## config.mk

```make
export PLATFORM = sky130hd
export DESIGN_NAME = score_counter_bcd
export DESIGN_NICKNAME = d
export VERILOG_FILES = /design/src/rtl/score_counter_bcd.sv
export SDC_FILE = /design/constraint.sdc
export NUM_CORES = 1
export LEC_CHECK = 0
export BUFFER_PORTS_ARGS = -buffer_cell sky130_fd_sc_hd__buf_2
export CORE_MARGIN = 1
export CORE_UTILIZATION = 50
export CTS_BUF_LIST = sky130_fd_sc_hd__clkbuf_4
export CTS_CLUSTER_SIZE = 16
export DETAILED_ROUTE_END_ITERATION = 10
export GPL_ROUTABILITY_DRIVEN = 0
export PLACE_DENSITY_LB_ADDON = 0.08
export SYNTH_ARGS = -nofsm -noshare
export SYNTH_HDL_FRONTEND = slang
export SYNTH_SLANG_ARGS = --single-unit
```

## constraint.sdc

```tcl
create_clock -name clk -period 2.3 [get_ports clk]
set_clock_uncertainty 0.2 [all_clocks]
set_input_delay 0.23 -clock clk [delete_from_list [all_inputs] [get_ports clk]]
set_output_delay 0.23 -clock clk [all_outputs]
set_load 0.03 [all_outputs]
```

## src/rtl/score_counter_bcd.sv

```systemverilog
`default_nettype none
// ============================================================================
// Module      : score_counter_bcd
// Description : Multi-digit BCD up/down score counter with rising-edge point
//               inputs, wrap or saturate boundaries, win lock, carry/borrow
//               chaining pulses and active-low 7-segment decode per digit.
//
// Parameters  : DIGITS    - number of BCD digits (1..6)
//               WRAP      - 1 = modulo 10^DIGITS, 0 = saturate at 0 and max
//               WIN_SCORE - decimal score that locks the counter (0 = off)
//               BLANK_LZ  - 1 = blank leading-zero digits (digit 0 always on)
//
// Ports       : clk        - system clock, rising edge
//               Reset_n    - asynchronous active-low reset
//               clear      - synchronous clear (edge detectors keep sampling)
//               inc_pos    - level input, each 0->1 requests +1
//               inc_neg    - level input, each 0->1 requests -1
//               count      - BCD score, digit 0 in [3:0]
//               hex        - active-low {g,f,e,d,c,b,a} per digit, digit 0 in [6:0]
//               carry_out  - one-cycle pulse on wrap max -> 0
//               borrow_out - one-cycle pulse on wrap 0 -> max
//               at_zero    - count == 0
//               at_max     - count == 10^DIGITS-1
//               win        - high while locked at WIN_SCORE
//
// Revision    : 1.0 - initial release
// ============================================================================
module score_counter_bcd #(
    parameter int DIGITS    = 2,
    parameter int WRAP      = 1,
    parameter int WIN_SCORE = 7,
    parameter int BLANK_LZ  = 0
) (
    input  logic                  clk,
    input  logic                  Reset_n,
    input  logic                  clear,
    input  logic                  inc_pos,
    input  logic                  inc_neg,
    output logic [4*DIGITS-1:0]   count,
    output logic [7*DIGITS-1:0]   hex,
    output logic                  carry_out,
    output logic                  borrow_out,
    output logic                  at_zero,
    output logic                  at_max,
    output logic                  win
);

    typedef enum logic [0:0] {
        ST_COUNT  = 1'b0,
        ST_LOCKED = 1'b1
    } state_t;

    // Convert the decimal win score into the BCD layout of the count register
    // so the lock compare works directly on digits.
    function automatic logic [4*DIGITS-1:0] f_to_bcd(input int unsigned v);
        logic [4*DIGITS-1:0] r;
        int unsigned         x;
        r = '0;
        x = v;
        for (int i = 0; i < DIGITS; i++) begin
            r[4*i +: 4] = 4'(x % 10);
            x = x / 10;
        end
        return r;
    endfunction

    function automatic logic [6:0] f_seg(input logic [3:0] d);
        logic [6:0] s;
        case (d)
            4'd0:    s = 7'b1000000;
            4'd1:    s = 7'b1111001;
            4'd2:    s = 7'b0100100;
            4'd3:    s = 7'b0110000;
            4'd4:    s = 7'b0011001;
            4'd5:    s = 7'b0010010;
            4'd6:    s = 7'b0000010;
            4'd7:    s = 7'b1111000;
            4'd8:    s = 7'b0000000;
            4'd9:    s = 7'b0010000;
            default: s = 7'b1111111;
        endcase
        return s;
    endfunction

    localparam logic [4*DIGITS-1:0] c_WIN_BCD = f_to_bcd(WIN_SCORE);
    localparam bit                  c_WIN_EN  = (WIN_SCORE != 0);
    localparam bit                  c_WRAP    = (WRAP != 0);
    localparam bit                  c_BLANK   = (BLANK_LZ != 0);

    // Registered state
    state_t              r_state;
    logic [4*DIGITS-1:0] r_count;
    logic                r_pos_prev;
    logic                r_neg_prev;
    logic                r_carry;
    logic                r_borrow;

    // Combinational
    logic                w_rise_p;
    logic                w_rise_n;
    logic                w_up;
    logic                w_down;
    logic [4*DIGITS-1:0] w_inc_val;
    logic [4*DIGITS-1:0] w_dec_val;
    logic                w_cy;
    logic                w_bw;
    logic                w_zero_hi;
    state_t              w_next_state;
    logic [4*DIGITS-1:0] w_next_count;
    logic                w_carry_nxt;
    logic                w_borrow_nxt;

    // Rising-edge detection; simultaneous edges cancel to HOLD.
    assign w_rise_p = inc_pos & ~r_pos_prev;
    assign w_rise_n = inc_neg & ~r_neg_prev;
    assign w_up     = w_rise_p & ~w_rise_n;
    assign w_down   = w_rise_n & ~w_rise_p;

    // Per-digit BCD ripple for +1 and -1. The ripple flag that survives past
    // the top digit means every digit was 9 (increment) or 0 (decrement),
    // which doubles as the at_max / at_zero detect. Incrementing max yields
    // all zeros and decrementing zero yields all nines, i.e. the wrap values.
    always_comb begin
        w_inc_val = r_count;
        w_dec_val = r_count;
        w_cy      = 1'b1;
        w_bw      = 1'b1;
        for (int i = 0; i < DIGITS; i++) begin
            if (w_cy) begin
                if (r_count[4*i +: 4] == 4'd9) begin
                    w_inc_val[4*i +: 4] = 4'd0;
                end else begin
                    w_inc_val[4*i +: 4] = r_count[4*i +: 4] + 4'd1;
                    w_cy                = 1'b0;
                end
            end
            if (w_bw) begin
                if (r_count[4*i +: 4] == 4'd0) begin
                    w_dec_val[4*i +: 4] = 4'd9;
                end else begin
                    w_dec_val[4*i +: 4] = r_count[4*i +: 4] - 4'd1;
                    w_bw                = 1'b0;
                end
            end
        end
    end

    assign at_max  = w_cy;
    assign at_zero = w_bw;

    // Display decode. Scanning from the top digit down, w_zero_hi stays set
    // while the current digit and every digit above it are zero.
    always_comb begin
        hex       = '0;
        w_zero_hi = 1'b1;
        for (int i = DIGITS - 1; i >= 0; i--) begin
            w_zero_hi = w_zero_hi & (r_count[4*i +: 4] == 4'd0);
            if (c_BLANK && (i != 0) && w_zero_hi) begin
                hex[7*i +: 7] = 7'b1111111;
            end else begin
                hex[7*i +: 7] = f_seg(r_count[4*i +: 4]);
            end
        end
    end

    // Next-state / next-count logic
    always_comb begin
        w_next_state = r_state;
        w_next_count = r_count;
        w_carry_nxt  = 1'b0;
        w_borrow_nxt = 1'b0;
        case (r_state)
            ST_COUNT: begin
                if (w_up) begin
                    if (!at_max || c_WRAP) begin
                        w_next_count = w_inc_val;
                    end
                    w_carry_nxt = at_max & c_WRAP;
                end else if (w_down) begin
                    if (!at_zero || c_WRAP) begin
                        w_next_count = w_dec_val;
                    end
                    w_borrow_nxt = at_zero & c_WRAP;
                end
                // A wrap landing on the win score still locks; its pulse
                // is emitted in the same cycle.
                if (c_WIN_EN && (w_next_count == c_WIN_BCD)) begin
                    w_next_state = ST_LOCKED;
                end
            end
            ST_LOCKED: begin
                w_next_state = ST_LOCKED;
            end
            default: begin
                w_next_state = ST_COUNT;
            end
        endcase
    end

    // State register. The prev registers sample even during clear and lock so
    // that an input held across either never produces a late count.
    always_ff @(posedge clk or negedge Reset_n) begin
        if (!Reset_n) begin
            r_state    <= ST_COUNT;
            r_count    <= '0;
            r_pos_prev <= 1'b0;
            r_neg_prev <= 1'b0;
            r_carry    <= 1'b0;
            r_borrow   <= 1'b0;
        end else begin
            r_pos_prev <= inc_pos;
            r_neg_prev <= inc_neg;
            if (clear) begin
                r_state  <= ST_COUNT;
                r_count  <= '0;
                r_carry  <= 1'b0;
                r_borrow <= 1'b0;
            end else begin
                r_state  <= w_next_state;
                r_count  <= w_next_count;
                r_carry  <= w_carry_nxt;
                r_borrow <= w_borrow_nxt;
            end
        end
    end

    assign count      = r_count;
    assign carry_out  = r_carry;
    assign borrow_out = r_borrow;
    assign win        = (r_state == ST_LOCKED);

endmodule
`default_nettype wire

```

==> run metrics <==
status finished, final reports clean; Hold Path Depth 2; WHS Endpoint count[0]; critical path endpoint category output port; CP Launch Type flip-flop; r2r setup slk 0.07 ns; Clock power frac 0.142; Clk Tree Root Cell clkbuf_4; Syn Inst Count roughly 180; Commonest cells post-synth nor2_1 (24), a21oi_1 (18), nand2_1 (18); fin util 0.682; Seq pwr share 0.258; Die X-Extent 54.1 um; ys flop type dfrtp_1; fin. max-slew vios 0; Pleak around 0.8 nW; CTS tree done; post-synth top area share 0.240; EDFF count, synth 0; first-pass GRT wire length slightly below 6000 um; post-route non-filler standard cell count 251; Yosys reg bits 13; Rows 18; overall die area 2920 sq um; Final WS setup 0.0600 ns; Worst slew margin 0.712; Placed Cells between 200 and 250; # diodes 0; fraction of layout cells with a size suffix above 1 0.367; nets@finish 237; sw power about 0.00052 W; slowest stage cell, crit path dfrtp_2; post-synthesis compound-gate area fraction 0.257; ys async rst share 1.00; Power Internal 0.000558 W; Synth Warn # 0; sw frac 0.484; largest cells by area after synthesis dfrtp_1 (24%), ha_1 (9.2%), a21oi_1 (6.6%); CP max FO 7; reg2reg end win; xor/xnor share of the synthesized area 0.0194; unrepaired setup endpoints after global routing yes; Initial Util 0.538; worst path bufs/invs 2; Yosys cell types 54; DP Area around 1600 sq um; Reg-to-Reg Start count[1]; wire per inst 14.9 um; adder-cell area share of the yosys netlist 0.0923; WL final 3740 um; worst-margin pin slew 0.433 ns; Hold WS 0.0695 ns; drt via density 5.91; R2R cell count 8; Final Cycle Share 0.974; critical path type reg -> out; Required @ worst endpoint approximately 1.9 ns; Syn-to-layout area delta 26.8%; Final Hold Fails 0; clock latency on the worst-skew pair 0.28 ns; worst hold path startpoint clear; VDD IR max 0.532 mV; pre-CTS setup slack -0.0254 ns; largest area contributor in the netlist dfrtp_1; PortBufs 31; simple-gate share of the synthesized area 0.312; DR iter-0 viols 42; I/O Pins 32; antenna violations before repair 0; critical path arrival 1.81 ns; cts bufs inserted 3; DPL Wire Length slightly below 3000 um; hold crit path type in -> reg; Pwr Density about 630 nW/um^2; combinational power share 0.599; most common cell in the netlist nor2_1; endpoints failing setup 0; vias in the first global route 1282; Congestion Overflow GR 0; critical path cell sequence buf_4 > ha_1 > or2_2 > a21oi_2 > a31oi_1 > buf_2; Pre-antenna DRT Iters 4; Syn Std Cell Area 1360 sq um; core box area around 2500 sq um; CP top delay family flip-flops; # clock sinks 13; max incr delay on CP 0.45 ns; post-CTS setup buffer count 0; largest net degree at the start of global routing 16; Die H approximately 54 um; clk slew on worst S/H paths 0.08 ns; mean post-synth cell area 7.75 sq um; DRC 0; Final min period 2.24 ns; Peak Freq roughly 450 MHz; Synthesized Nets 190; post-synthesis mux area share 0.0231; main combinational cell family by area after synthesis simple AND/OR/NAND/NOR gates; sequential area share after synthesis 0.240; final instance area 1720 sq um; GRT Total Usage 0.278; DR vias 1484; H-tree Lvls 1; Max-Cap Viols 0; clk buf depth 2; Routed Antenna Nets 0
[layout make-up]
class,instances,area (sq um)
clock buffer,4,30.0
fill,219,803
inverter,9,38.8
multi-input combinational,146,983
sequential,13,332
tap,30,37.5
timing repair buffer,49,298
[kinds of logic (layout without fill, tap and decap cells)]
group	count (synthesis)	after routing
DFF	13	13
muxes	3	3
adders and majority gates	10	10
AOI/OAI and AO/OA	53	53
and+or+nand+nor	77	77
xor gates and xnor gates	3	3
buffers and inverters	16	62
[stage by stage]
stage	setup TNS [ns]	power (W)
5_1_grt	-0.0649	0.00115
2_1_floorplan	0	0.000725
4_1_cts	0	0.00108
3_5_place_dp	-0.0254	0.000906
3_3_place_gp	0	0.000895
6_report	0	0.00108
[metal layers]
layer	part of all wire	vias to the layer above	GRT usage
met3	0.072	3	0.0141
met1	0.44	689	0.402
met5	0	-	0
li1	-	722	-
met4	0.0072	0	0.0726
met2	0.48	70	0.447
[cells in the final DEF (no fill, tap or decap), types with 3 or more instances in the layout]
master         count
nand2_1           18
or2_2              3
buf_4             15
dfrtp_2            5
a21oi_1           17
o21ai_0           11
clkbuf_4           4
dlygate4sd3_1      3
inv_1              5
dfrtp_1            8
nand3_1            7
o211ai_1           3
buf_2             31
nor2_1            24
ha_1               9
a31oi_1            5
[state kept, by name, indices dropped and copies added (netlist names)]
register / flops
win: 1
count: 8
carry_out: 1
r_neg_prev: 1
r_pos_prev: 1
borrow_out: 1
[power by group through the flow]
| stage | registers, W | logic (W) | clock network [W] |
|---|---|---|---|
| 2_1_floorplan | 0.000307 | 0.000418 | 0 |
| 3_3_place_gp | 0.000280 | 0.000615 | 0 |
| 3_5_place_dp | 0.000281 | 0.000625 | 0 |
| 4_1_cts | 0.000277 | 0.000640 | 0.000159 |
| 5_1_grt | 0.000283 | 0.000704 | 0.000166 |
| 6_report | 0.000279 | 0.000647 | 0.000154 |
[worst max path at each step]
| stage | from | to | slack [ns] | cells past startpoint |
|---|---|---|---|---|
| final | count[4] | hex[10] | 0.06 | 6 |
| after global routing | count[0] | win | -0.03 | 7 |
| after CTS | count[1] | win | 0.01 | 8 |
| after detailed placement | count[1] | win | -0.03 | 8 |
| after global placement | count[1] | win | 0.11 | 8 |
| after floorplan | count[2] | win | 0.002 | 7 |
[repair_timing]
action | CTS | global route
hold buffers | 3 | 0
setup endpoints to repair | 1 | 5
gates resized for setup | 2 | 5
hold endpoints to repair | 15 | 0
pin swaps | 0 | 2
Note: power is estimated with default switching activity, not from simulation.
